### src/rtl/mux_arb_pkg.sv
// ============================================================================
// Module   : mux_arb_pkg
// Desc     : Shared constants, FSM state type and index helper for the
//            4-way round-robin mux arbiter.
// Revision : 1.0
// ============================================================================
`default_nettype none

package mux_arb_pkg;

  localparam int NUM_REQ = 4;
  localparam int SEL_W   = 2;

  typedef enum logic [0:0] {
    IDLE  = 1'b0,
    GRANT = 1'b1
  } state_t;

  function automatic logic [SEL_W-1:0] onehot_to_idx(input logic [NUM_REQ-1:0] oh);
    logic [SEL_W-1:0] idx;
    idx = '0;
    for (int i = 0; i < NUM_REQ; i++) begin
      if (oh[i]) idx = idx | SEL_W'(i);
    end
    return idx;
  endfunction

endpackage

`default_nettype wire

### src/rtl/rr_pick4.sv
// ============================================================================
// Module   : rr_pick4
// Desc     : Combinational round-robin picker; searches ptr+1, ptr+2, ptr+3,
//            ptr over the unmasked requests.
// Revision : 1.0
// ============================================================================
`default_nettype none

module rr_pick4
  import mux_arb_pkg::*;
(
  input  logic [NUM_REQ-1:0] req,
  input  logic [SEL_W-1:0]   ptr,
  input  logic [NUM_REQ-1:0] excl_mask,
  output logic [SEL_W-1:0]   idx,
  output logic               any
);

  logic [NUM_REQ-1:0] w_cand;
  logic [NUM_REQ-1:0] w_rot;
  logic [NUM_REQ-1:0] w_first;
  logic [SEL_W-1:0]   w_pos;

  always_comb begin
    w_cand = req & ~excl_mask;
    w_rot  = '0;
    w_pos  = '0;
    // Rotate so that bit 0 is the highest-priority candidate (ptr+1).
    for (int k = 0; k < NUM_REQ; k++) begin
      w_pos    = ptr + SEL_W'(k + 1);
      w_rot[k] = w_cand[w_pos];
    end
    w_first = w_rot & (~w_rot + NUM_REQ'(1));
    idx     = ptr + SEL_W'(1) + onehot_to_idx(w_first);
    any     = |w_cand;
  end

endmodule

`default_nettype wire

### src/rtl/mux4_rr_arbiter.sv
// ============================================================================
// Module   : mux4_rr_arbiter
// Desc     : Round-robin arbiter with tenure cap driving a registered 4:1 mux.
// Config   : define MUX_ARB_LOCK_EN to add the lock port (suppresses preemption).
// Revision : 1.0
// ============================================================================
`default_nettype none

module mux4_rr_arbiter
  import mux_arb_pkg::*;
#(
  parameter int WIDTH      = 1,
  parameter int MAX_TENURE = 4
) (
  input  logic               clk,
  input  logic               rst,
  input  logic [NUM_REQ-1:0] req,
  input  logic [WIDTH-1:0]   d0,
  input  logic [WIDTH-1:0]   d1,
  input  logic [WIDTH-1:0]   d2,
  input  logic [WIDTH-1:0]   d3,
  output logic [NUM_REQ-1:0] gnt,
  output logic [SEL_W-1:0]   sel,
  output logic [WIDTH-1:0]   dout,
  output logic               dout_vld
`ifdef MUX_ARB_LOCK_EN
  ,
  input  logic               lock
`endif
);

  localparam int                c_ten_w   = (MAX_TENURE > 1) ? $clog2(MAX_TENURE) : 1;
  localparam logic [c_ten_w-1:0] c_ten_max = c_ten_w'(MAX_TENURE - 1);

  state_t             r_state, w_state_nxt;
  logic [NUM_REQ-1:0] r_gnt, w_gnt_nxt;
  logic [SEL_W-1:0]   r_sel, w_sel_nxt;
  logic [SEL_W-1:0]   r_ptr, w_ptr_nxt;
  logic [c_ten_w-1:0] r_ten, w_ten_nxt;
  logic [WIDTH-1:0]   r_dout;
  logic               r_dout_vld;

  logic [SEL_W-1:0]   w_win;
  logic               w_any;
  logic               w_lock;
  logic               w_release;
  logic               w_preempt;
  logic               w_take;

`ifdef MUX_ARB_LOCK_EN
  assign w_lock = lock;
`else
  assign w_lock = 1'b0;
`endif

  // The current grantee is masked so both release and preempt look only at others.
  rr_pick4 u_pick (
    .req       (req),
    .ptr       (r_ptr),
    .excl_mask (r_gnt),
    .idx       (w_win),
    .any       (w_any)
  );

  always_comb begin
    w_state_nxt = r_state;
    w_gnt_nxt   = r_gnt;
    w_sel_nxt   = r_sel;
    w_ptr_nxt   = r_ptr;
    w_ten_nxt   = r_ten;
    w_take      = 1'b0;
    w_release   = ~req[r_sel];
    w_preempt   = (r_ten == c_ten_max) && req[r_sel] && w_any && !w_lock;

    case (r_state)
      IDLE: begin
        if (w_any) w_take = 1'b1;
      end
      GRANT: begin
        if (w_release) begin
          if (w_any) begin
            w_take = 1'b1;
          end else begin
            w_state_nxt = IDLE;
            w_gnt_nxt   = '0;
          end
        end else if (w_preempt) begin
          w_take = 1'b1;
        end else if (r_ten != c_ten_max) begin
          w_ten_nxt = r_ten + c_ten_w'(1);
        end
      end
      default: begin
        w_state_nxt = IDLE;
        w_gnt_nxt   = '0;
      end
    endcase

    if (w_take) begin
      w_state_nxt = GRANT;
      w_gnt_nxt   = NUM_REQ'(1) << w_win;
      w_sel_nxt   = w_win;
      w_ptr_nxt   = w_win;
      w_ten_nxt   = '0;
    end
  end

  always_ff @(posedge clk or posedge rst) begin
    if (rst) begin
      r_state <= IDLE;
      r_gnt   <= '0;
      r_sel   <= '0;
      r_ptr   <= SEL_W'(NUM_REQ - 1);
      r_ten   <= '0;
    end else begin
      r_state <= w_state_nxt;
      r_gnt   <= w_gnt_nxt;
      r_sel   <= w_sel_nxt;
      r_ptr   <= w_ptr_nxt;
      r_ten   <= w_ten_nxt;
    end
  end

  always_ff @(posedge clk or posedge rst) begin
    if (rst) begin
      r_dout     <= '0;
      r_dout_vld <= 1'b0;
    end else begin
      case (r_sel)
        2'd0:    r_dout <= d0;
        2'd1:    r_dout <= d1;
        2'd2:    r_dout <= d2;
        default: r_dout <= d3;
      endcase
      r_dout_vld <= |r_gnt;
    end
  end

  assign gnt      = r_gnt;
  assign sel      = r_sel;
  assign dout     = r_dout;
  assign dout_vld = r_dout_vld;

endmodule

`default_nettype wire

### config.mk
export PLATFORM = sky130hd
export DESIGN_NAME = mux4_rr_arbiter
export DESIGN_NICKNAME = d
export VERILOG_FILES = /design/src/rtl/mux_arb_pkg.sv /design/src/rtl/rr_pick4.sv /design/src/rtl/mux4_rr_arbiter.sv
export SDC_FILE = /design/constraint.sdc
export NUM_CORES = 1
export LEC_CHECK = 0
export ABC_CLOCK_PERIOD_IN_PS = 3800
export CAP_MARGIN = 5
export CORE_MARGIN = 2
export CORE_UTILIZATION = 50
export CTS_CLUSTER_DIAMETER = 40
export DETAILED_ROUTE_END_ITERATION = 12
export GPL_TIMING_DRIVEN = 0
export PLACE_DENSITY = 0.77
export SETUP_SLACK_MARGIN = 0.5
export SLEW_MARGIN = 20
export SYNTH_ARGS = -nofsm -noshare
export SYNTH_HDL_FRONTEND = slang
export SYNTH_HIERARCHICAL = 1
export SYNTH_SLANG_ARGS = --single-unit
### constraint.sdc
create_clock -name clk -period 3.8 [get_ports clk]
set_input_delay 0.38 -clock clk [delete_from_list [all_inputs] [get_ports clk]]
set_output_delay 0.38 -clock clk [all_outputs]
set_load 0.005 [all_outputs]
==> key figures <==
Route
  – # DRC: 0
  – 1st-iter DRT viols: 22
  – DRT antenna net count: 0
  – Vias per std cell: 5.74
  – Pre-Repair DR Iteration Count: 4
  – Avg WL per Cell: 14.8 um
  – DRT Wirelength: 1850 um
  – Via count: 718

Synth
  – Number of synthesized flops with an enable pin: 0
  – Post-Syn Instances: 79
  – Leading area contributor after synthesis: dfrtp_1
  – Synth top area share: 29.0%
  – Post-synthesis sequential area ratio: 34.6%
  – Synth unique cells: 42
  – Syn nets: 91
  – Asr flop ratio synth: 100%
  – Warnings from Yosys: 6
  – Top cells by area, synth: dfrtp_1, dfstp_2, mux2_1
  – Top FF cell, synth: dfrtp_1
  – Avg Cell Area, Syn: 12.0 sq um
  – #FFs+latches synth: 13
  – Cell Area, Synth: 948 sq um

CTS
  – TritonCTS buffer count: 3
  – Root buffer cell: clkbuf_4
  – H-tree Lvls: 1
  – Clk slew on worst S/H paths: 0.08 ns
  – Post-CTS setup buffer count: 0
  – CTS resizes: 0
  – CTS max path bufs: 2
  – # hold bufs at CTS: 0
  – CTS sink count: 13
  – Clock latency on the worst-skew pair: 0.29 ns
  – CTS tree: built

STA
  – Final hold vios: 0
  – Final TNS setup: 0 ns
  – Fin crit period: 2.37 ns
  – Setup-failing EPs final: 0
  – Final worst-path cycle share: 62.3%
  – Setup WS post-layout: 1.43 ns
  – Final worst clock skew: 0.00917 ns
  – Worst-Margin Slew: 0.504 ns
  – RSZ-0062 raised after global routing: false
  – Max-slew violations: 0
  – Final hold slack: 0.402 ns
  – Slew HR: 66.2%
  – Fmax: 422 MHz

Final layout
  – Ant. Diodes: 0
  – Filler instances: 156
  – Layout Cells excl Fill: 125
  – Layout Nets: 113
  – Share of layout cells above drive strength 1: 30.0%
  – Syn-to-layout area delta: 24.0%

GRT
  – GRT Util Overall: 19.6%
  – Initial antenna violation count: 0
  – First-pass GRT wire length: 3010 um
  – Vias in the first global route: 693
  – Gr ovfl total: 0
  – Largest net degree at the start of global routing: 14

Power
  – Sw frac: 39.8%
  – Total Power: 1050 uW
  – PwrDens: 891 mW/mm^2
  – Static leakage: 0.000471 uW
  – P_int: 631 uW
  – Comb pwr share: 65.9%
  – Peak VDD IR: 596 uV
  – Share of total power in the clock network: 8.5%
  – Psw: 417 uW
  – Sequential power share: 25.6%

Setup path
  – Critical path type: in2reg
  – Crit-path max FO: 8
  – CP Capture Type: register
  – WP data required: 4.00 ns
  – Worst EP arrival: 2.57 ns
  – Nature of the critical path startpoint: input port

Flow run
  – Max-Cap Viols: 0

Floorplanning
  – Die area: 0.00226 sq mm
  – Initial Utilization: 53.8%
  – Core ar.: 0.00176 sq mm
  – Die H: 47.6 um
  – Die W: 47.6 um
  – Number of cell rows: 15
  – # IOs: 18

Placement
  – I/O Buffers: 17
  – Final HPWL DP: 1380 um
  – Number of cells after detailed placement: 121
  – Post-Place Setup Slack: 1.16 ns
  – Routability Congestion: 0.735

Run status
  – Status: completed

Min path
  – Hold Path Class: in2async
-- layer usage --
metal / global-route usage [%] / share of wire, % / vias up
met3: 3.77 / 6.2 / 6
met1: 27.3 / 49 / 346
met2: 29.2 / 42 / 23
met4: 9.73 / 1.8 / 0
met5: 0 / 0 / -
li1: - / - / 343
-- area by class of cell --
type                            instances  area [sq um]  share of cell area (%)
Sequential cell                        13           328                    27.9
Timing Repair Buffer                   17           170                    14.5
Multi-Input combinational cell         59           571                    48.5
Clock buffer                            4          26.3                    2.23
Tap cell                               25          31.3                    2.66
Inverter                                3          11.3                   0.957
Buffer                                  4          38.8                    3.30
-- power groups by stage --
stage                     Combinational [uW]  Clock (uW)  Sequential [uW]
final                                    691        88.9              268
after global routing                     755        96.0              276
after CTS                                692        89.0              269
after detailed placement                 687           0              271
after global placement                   670           0              268
after floorplan                          516           0              262
-- layout by cell type, fill, tap and decap left out, types with 3 or more instances in the layout --
cell type	netlist	routed
clkdlybuf4s50_1	0	17
dfrtp_1	11	11
nand3_1	5	5
o2bb2ai_1	4	4
nand2b_1	4	4
mux2_1	4	4
buf_6	3	3
clkbuf_4	0	3
nand2b_4	3	3
-- worst max-delay path: stages --
cell and delay, ns:
clkdlybuf4s50_1 0.56, nand2b_4 0.07, buf_6 0.13, a2111o_1 0.39
nand3_1 0.09, ha_1 0.16, xnor2_1 0.07, xnor2_1 0.42
o211ai_1 0.16, o211ai_1 0.13
-- flip-flops by register name, summed over array words and instances, names as in the netlist --
name / count
gnt: 4
dout: 1
dout_vld: 1
r_state: 1
r_ten: 2
r_ptr: 2
sel: 2
-- stage by stage --
step	instance area (sq um)	utilization, %
after floorplan	948	-
after global placement	1150	65.2
after detailed placement	1150	65.2
after CTS	1180	66.7
after global routing	1180	66.7
final	1180	66.7
-- path summary, 6_finish.rpt --
check                           end  depth (start not counted)  slack, ns     start
max                          sel[1]                         10       1.43    req[0]
min reg2reg                r_ten[0]                          1       0.51  r_ten[0]
min                        dout_vld                          2       0.40       rst
max in group asynchronous  r_ptr[0]                          2       3.05       rst
min in group clk           r_ten[0]                          1       0.51  r_ten[0]
max reg2reg                  sel[1]                          9       1.58    gnt[0]
-- synth_stat cells, types with 2 or more instances --
master and instances:
inv_1 2, nand3_1 5, nand2b_4 3, mux4_2 2, buf_6 3, and2b_4 2
o2bb2ai_1 4, mux2i_2 2, nand2b_1 4, dfrtp_1 11, o21ai_1 2, nand3b_1 2
o211ai_1 2, ha_1 2, xnor2_1 2, mux2_1 4, dfstp_2 2
-- kinds of logic after synthesis --
group / after synthesis / synth area share, %
simple gates: 25 / 20.8
compound gates: 21 / 21.4
buf+inv: 7 / 5.28
xor+xnor: 2 / 1.85
fa+ha+maj: 2 / 2.64
flops: 13 / 34.6
mux: 9 / 13.5
Note: power is estimated with default switching activity, not from simulation.
